<file path="src/rtl/button_debounce_pkg.sv">
// Shared types for the push-button debouncer.
// State encoding and counter sizing helper.
package button_debounce_pkg;

  typedef enum logic [1:0] {
    RELEASED      = 2'd0,
    PRESS_CHECK   = 2'd1,
    PRESSED       = 2'd2,
    RELEASE_CHECK = 2'd3
  } db_state_e;

  function automatic int cnt_width(input int samples);
    return $clog2(samples + 1);
  endfunction

endpackage

</file>
<file path="src/rtl/sync_ff.sv">
// Multi-flop synchronizer for asynchronous pins.
// Reset value is loadable so an idle pin never looks active.
module sync_ff #(
  parameter int   DEPTH   = 2,
  parameter logic RST_VAL = 1'b0
) (
  input  logic clk,
  input  logic rst_a,
  input  logic d_i,
  output logic q_o
);

  logic [DEPTH-1:0] sync_q;

  always_ff @(posedge clk or negedge rst_a) begin
    if (!rst_a) begin
      sync_q <= {DEPTH{RST_VAL}};
    end else begin
      sync_q <= {sync_q[DEPTH-2:0], d_i};
    end
  end

  assign q_o = sync_q[DEPTH-1];

endmodule

</file>
<file path="src/rtl/button_debounce_fsm.sv">
// Strobe-qualified push-button debouncer with
// press/release pulses and a press counter.
module button_debounce_fsm
  import button_debounce_pkg::*;
#(
  parameter int STABLE_SAMPLES = 4,
  parameter bit ACTIVE_LOW     = 1'b1,
  parameter int SYNC_STAGES    = 2
) (
  input  logic       clk,
  input  logic       rst_a,
  input  logic       sample_tick,
  input  logic       btn_raw,
  output logic       btn_level,
  output logic       btn_rise,
  output logic       btn_fall,
  output logic [7:0] press_cnt
);

  localparam int          CW   = cnt_width(STABLE_SAMPLES);
  localparam logic [CW-1:0] LAST = CW'(STABLE_SAMPLES);
  localparam bit          ONE  = (STABLE_SAMPLES == 1);

  logic          pin_s;
  logic          btn_s;
  db_state_e     state_q, state_d;
  logic [CW-1:0] cnt_q, cnt_d;
  logic          level_q, level_d;
  logic          rise_q, rise_d;
  logic          fall_q, fall_d;
  logic [7:0]    press_q, press_d;
  logic          acc_press;
  logic          acc_rel;

  sync_ff #(
    .DEPTH   (SYNC_STAGES),
    .RST_VAL (ACTIVE_LOW)
  ) u_sync (
    .clk   (clk),
    .rst_a (rst_a),
    .d_i   (btn_raw),
    .q_o   (pin_s)
  );

  assign btn_s = pin_s ^ ACTIVE_LOW;

  always_ff @(posedge clk or negedge rst_a) begin
    if (!rst_a) begin
      state_q <= RELEASED;
      cnt_q   <= '0;
      level_q <= 1'b0;
      rise_q  <= 1'b0;
      fall_q  <= 1'b0;
      press_q <= '0;
    end else begin
      state_q <= state_d;
      cnt_q   <= cnt_d;
      level_q <= level_d;
      rise_q  <= rise_d;
      fall_q  <= fall_d;
      press_q <= press_d;
    end
  end

  always_comb begin
    state_d   = state_q;
    cnt_d     = cnt_q;
    acc_press = 1'b0;
    acc_rel   = 1'b0;
    if (sample_tick) begin
      unique case (state_q)
        RELEASED: begin
          if (btn_s) begin
            if (ONE) begin
              state_d   = PRESSED;
              acc_press = 1'b1;
            end else begin
              state_d = PRESS_CHECK;
              cnt_d   = CW'(1);
            end
          end
        end
        PRESS_CHECK: begin
          if (!btn_s) begin
            state_d = RELEASED;
            cnt_d   = '0;
          end else if (cnt_q + CW'(1) == LAST) begin
            state_d   = PRESSED;
            cnt_d     = '0;
            acc_press = 1'b1;
          end else begin
            cnt_d = cnt_q + CW'(1);
          end
        end
        PRESSED: begin
          if (!btn_s) begin
            if (ONE) begin
              state_d = RELEASED;
              acc_rel = 1'b1;
            end else begin
              state_d = RELEASE_CHECK;
              cnt_d   = CW'(1);
            end
          end
        end
        RELEASE_CHECK: begin
          if (btn_s) begin
            state_d = PRESSED;
            cnt_d   = '0;
          end else if (cnt_q + CW'(1) == LAST) begin
            state_d = RELEASED;
            cnt_d   = '0;
            acc_rel = 1'b1;
          end else begin
            cnt_d = cnt_q + CW'(1);
          end
        end
      endcase
    end
  end

  // Pulses default low so they last exactly one clock.
  always_comb begin
    level_d = level_q;
    rise_d  = 1'b0;
    fall_d  = 1'b0;
    press_d = press_q;
    unique case (1'b1)
      acc_press: begin
        level_d = 1'b1;
        rise_d  = 1'b1;
        press_d = press_q + 8'd1;
      end
      acc_rel: begin
        level_d = 1'b0;
        fall_d  = 1'b1;
      end
      default: ;
    endcase
  end

  assign btn_level = level_q;
  assign btn_rise  = rise_q;
  assign btn_fall  = fall_q;
  assign press_cnt = press_q;

endmodule

</file>
<file path="config.mk">
export PLATFORM = sky130hd
export DESIGN_NAME = button_debounce_fsm
export DESIGN_NICKNAME = d
export VERILOG_FILES = /design/src/rtl/button_debounce_pkg.sv /design/src/rtl/sync_ff.sv /design/src/rtl/button_debounce_fsm.sv
export SDC_FILE = /design/constraint.sdc
export NUM_CORES = 1
export LEC_CHECK = 0
export ABC_AREA = 1
export CAP_MARGIN = 20
export CORE_MARGIN = 2
export CORE_UTILIZATION = 45
export CTS_CLUSTER_DIAMETER = 40
export DETAILED_ROUTE_END_ITERATION = 10
export PLACE_DENSITY_LB_ADDON = 0.25
export SYNTH_ARGS = -nofsm -noshare
export SYNTH_HDL_FRONTEND = slang
export SYNTH_HIERARCHICAL = 1
export SYNTH_SLANG_ARGS = --single-unit
export TNS_END_PERCENT = 20
</file>
<file path="constraint.sdc">
create_clock -name clk -period 2.08 [get_ports clk]
set_input_delay 0.312 -clock clk [delete_from_list [all_inputs] [get_ports clk]]
set_output_delay 0.312 -clock clk [all_outputs]
set_load 0.05 [all_outputs]
</file>
; Word-level counts from Yosys, hierarchy flattened
; Index checks and enable logic that the tools add are counted.
[word_totals]
out_inout_bits = 11
regBits = 18
word_cells = 44
[op_classes]
n_eq_ne = 8
muxes = 23
add_sub_neg = 2
n_reduce_logical = 4
[ops]
columns = cell, count
row1 = $mux 3, 5
row2 = $mux 2, 6
row3 = $pmux 3 s4, 1
row4 = $mux 1, 9
row5 = $add 8x1->8 const B, 1
row6 = $pmux 2 s4, 1
row7 = $reduce_and 5->1, 1
row8 = $eq 2x2->1 const B, 2
row9 = $add 3x1->3 const B, 1
row10 = $eq 3x3->1 const B, 1
row11 = $ne 3x2->1 const B, 1
row12 = $ne 3x3->1 const B, 1
row13 = $reduce_and 3->1, 1
row14 = $eq 2x1->1 const B, 1
row15 = $logic_not 2->1, 1
row16 = $ne 2x1->1 const B, 1
row17 = $ne 2x2->1 const B, 1
row18 = $pmux 1 s2, 1
row19 = $reduce_bool 2->1, 1

; Longest topological paths before layout
[logic_depth]
word_depth = 7
ltp_mapped = 8
depth_no_buf = 8

; Modules after synthesis
; Netlist, hierarchy kept.
[by_module_without_submodules]
columns = module, seq_area_each_um2, area_per_inst_um2, instances, cells_per_inst
row1 = button_debounce_fsm, 400.4, 884.6, 1, 112
row2 = sync_ff, 52.6, 52.6, 1, 2

; Worst setup path after synthesis
; Ideal clock, no wire load.
[synth_path]
path_kind = register to register
start = register press_q[1], in the netlist press_cnt[1]
end = register press_q[4], in the netlist press_cnt[4]
path_stages_with_launch = 5
synth_period_minus_slack_ns = 1.398
setup_time_ns = 0.120
t_required_ns = 1.960
path_buffers = 0
arrival_ns = 1.277
slack_ns = 0.682
path_cell_list = dfrtp_1 > ha_1 > nand3_1 > o21ai_2 > nand2_1
[synth_via]
elab_chain_len = 1
[synth_lines]
columns = item, line_no
row1 = from (decl), button_debounce_fsm.sv:31  ; logic [7:0] press_q, press_d;
row2 = from (signal assigned), button_debounce_fsm.sv:61  ; press_q <= press_d;
row3 = $add 8x1->8, button_debounce_fsm.sv:132  ; press_d = press_q + 8'd1;
; Every way passes these cells.
; A chain may end at the register's enable or synchronous reset.

; Worst setup path in the final report
[layout_path]
start = register press_q[2], in the netlist press_cnt[2]
end = output press_cnt[2]
[layout_rtl]
columns = item, line_no
row1 = to (decl), button_debounce_fsm.sv:17  ; output logic [7:0] press_cnt
; No word-level cell between the ends.

==> impl_metrics.py <==
metrics = {
    "setup_path": {
        "reg2reg_from": "cnt_q[0]$_DFFE_PN0P_",
        "endpoint_kind": "output pin",
        "crit_required_ns": 1.77,
        "cp_max_fo": 6,
        "arrival_ns": 1.61,
        "reg2regPathDepth": 7,
        "crit_chain": "clkdlybuf4s50_1",
        "r2r_slack_ns": 0.38,
        "path_buf_inv": 1,
        "startpoint": "press_cnt[2]$_DFFE_PN0P_",
        "crit_path_max_incr_delay_ns": 0.85,
        "critPathKind": "reg -> out",
        "cp.depth": 1,
        "critPathSlowestCell": "clkdlybuf4s50_1",
        "start_kind": "flop",
        "critical-path-top-delay-family": "buffers and inverters",
        "worstReg2RegEnd": "press_cnt[3]$_DFFE_PN0P_",
        "endpoint": "press_cnt[2]",
    },
    "layout": {
        "area_growth_pct": 22.0,
        "drive_above_1_share": 0.0985,
        "fin_util": 0.583,
        "layout.nets": 142,
        "antenna_cells": 0,
        "nFillCells": 184,
    },
    "timing": {
        "fin_skew_ns": 0.00151,
        "slew_headroom": 0.663,
        "final_hold_viol_count": 0,
        "finalSetupViolCount": 0,
        "rsz0062_at_grt": "false",
        "final.setup.tns_ns": 0,
        "fin_crit_sh": 0.922,
        "fmax_mhz": 521,
        "slew_viol_final": 0,
        "finalCriticalPeriod_ns": 1.92,
        "tightest_slew_ns": 0.504,
    },
    "route": {
        "vias": 749,
        "drt-pass1-iter-count": 4,
        "wire_per_inst_um": 10.4,
        "drc_errors": 0,
        "routed_wl_mm": 1.66,
        "routed_via_density": 4.71,
        "drtIter0Drc": 25,
        "ant_nets": 0,
    },
    "logic_synthesis": {
        "yosysMostFrequentCell": "nand2_1",
        "syn_area_per_cell_um2": 8.22,
        "synth_edf_count": 0,
        "synthAdderAreaFrac": 0.0668,
        "synthMuxAreaShare": 0,
        "synth_seq_cells": 18,
        "synth_top_family_by_area": "simple AND/OR/NAND/NOR gates",
        "synth_xor_area_frac": 0.0187,
        "synth_largest_area_cell": "dfrtp_1",
        "netlist_area_um2": 937,
        "syn_inst": 114,
        "yosysUniqueCellTypes": 21,
        "ys_warn_count": 6,
        "ys_top_cells_by_count": "41 x nand2_1, 16 x dfrtp_1, 16 x inv_1",
        "synthFlopType": "dfrtp_1",
        "postSynth.asyncResetShare": 1.00,
        "synth_area_leaders": "dfrtp_1 43%, nand2_1 16%, ha_1 6.7%, inv_1 6.4%, dfstp_2 5.6%",
        "synthSimpleGateAreaFrac": 0.306,
        "yosysTopAreaCellShare": 0.427,
        "synth_fp_nets": 123,
        "synth_compound_area_frac": 0.0494,
        "ys_seq_area_frac": 0.483,
    },
    "placed_design": {
        "gp_congestion": 0.797,
        "detailed_place_hpwl_mm": 1.26,
        "port_buffers": 14,
    },
    "cts": {
        "cts_tree": "built",
        "cts_buffer_depth": 2,
        "hold_buffers": 0,
        "ctsResizeCount": 0,
        "h-tree-depth": 1,
        "post_cts_buffers": 0,
        "cts_sinks": 18,
        "clock_latency_ns": 0.29,
        "ctsRootBufferMaster": "clkbuf_4",
        "numCtsBuffers": 3,
        "clkSlewWorstSetupHoldPaths_ns": 0.10,
    },
    "floorplan": {
        "fp.dieH_um": 49.6,
        "io_pins": 15,
        "die_w_um": 49.6,
        "die_area_um2": 2460,
        "core_area_um2": 1960,
        "num_rows": 16,
        "start_util": 0.478,
    },
    "power": {
        "seq_power_share": 0.454,
        "p_leak_uw": 0.000576,
        "power.density_nw_per_um2": 905,
        "power.switching_uw": 391,
        "power_frac_comb": 0.340,
        "clkPwrFrac": 0.206,
        "p_total_uw": 1030,
        "peakVddDrop_mv": 0.476,
        "p_int_uw": 644,
        "p_sw_frac": 0.378,
    },
    "worst_hold_path": {
        "hold_path_class": "in -> async",
    },
    "global_route": {
        "track_usage": 0.160,
        "antenna_found_initial": 0,
        "grt_pass1_vias": 735,
        "grt_overflow": 0,
        "grt_max_degree": 19,
        "grt_pass1_wl_mm": 3.04,
    },
    "flow_run": {
        "max_cap_violations": 0,
    },
    "status": {
        "status": "finished clean",
    },
}
-- power by group through the flow --
stage | registers [uW] | logic, uW | clock network, uW
2_1_floorplan | 542 | 178 | 0
3_3_place_gp | 476 | 343 | 0
3_5_place_dp | 477 | 352 | 0
4_1_cts | 470 | 356 | 223
5_1_grt | 479 | 393 | 250
6_report | 470 | 352 | 213
-- placed cells by master (no fill, tap or decap), drive strengths merged --
cell and instances:
nor2 9, buf 1, xor2 1, nor3 1, nand3 8, ha 5
dfstp 2, o21bai 1, clkdlybuf4s50 14, xnor2 1, nand2 42, a21oi 1
nand3b 3, o21ai 6, dfrtp 16, clkbuf 4, nand4 1, inv 16
-- through the flow --
stage,instances,area (um2),hold WS [ns],setup slack [ns]
finish,159,1140,0.337,0.162
global route,159,1140,0.330,0.0805
CTS,159,1140,0.328,0.142
detailed placement,155,1110,0.349,0.308
global placement,155,1110,0.347,0.393
floorplan,114,937,0.0164,0.682
-- kinds of logic (layout without fill, tap and decap cells) --
| group | Yosys count | after routing |
|---|---|---|
| AND/OR/NAND/NOR | 64 | 64 |
| flip-flops | 18 | 18 |
| buffers and inverters | 17 | 35 |
| XOR/XNOR | 2 | 2 |
| AO/OA/AOI/OAI | 8 | 8 |
| adder cells (fa/ha/maj) | 5 | 5 |
-- layer usage --
layer / GRT usage / vias to the layer above / routed length, um
met2: 0.249 / 11 / 775
met5: 0 / - / 0
met4: 0.0741 / 0 / 13
li1: - / 388 / -
met3: 0.0364 / 2 / 50
met1: 0.211 / 348 / 817
-- final cells by class --
class	count	area, um2	area share
Sequential cell	18	453	0.396
Multi-Input combinational cell	79	413	0.361
Timing Repair Buffer	15	148	0.129
Inverter	16	60.1	0.0525
Clock buffer	4	36.3	0.0317
Tap cell	27	33.8	0.0295
-- state kept, by name, indices dropped and copies added, names as in the netlist, named ones only --
name and cells:
press_cnt 8, cnt_q 3, u_sync/sync_q 2, btn_fall 1, btn_level 1, btn_rise 1, state_q 1
-- worst min path at each step --
stage,to,from,cells past startpoint
finish,press_cnt[4]$_DFFE_PN0P_,rst_a,2
global route,state_q[0]$_DFFE_PN0P_,rst_a,2
CTS,async pin,rst_a,2
detailed placement,u_sync/sync_q[1]$_DFF_PN1_,u_sync/sync_q[0]$_DFF_PN1_,0
global placement,u_sync/sync_q[1]$_DFF_PN1_,u_sync/sync_q[0]$_DFF_PN1_,0
floorplan,async pin,rst_a,0
(Power assumes the default switching activity.)
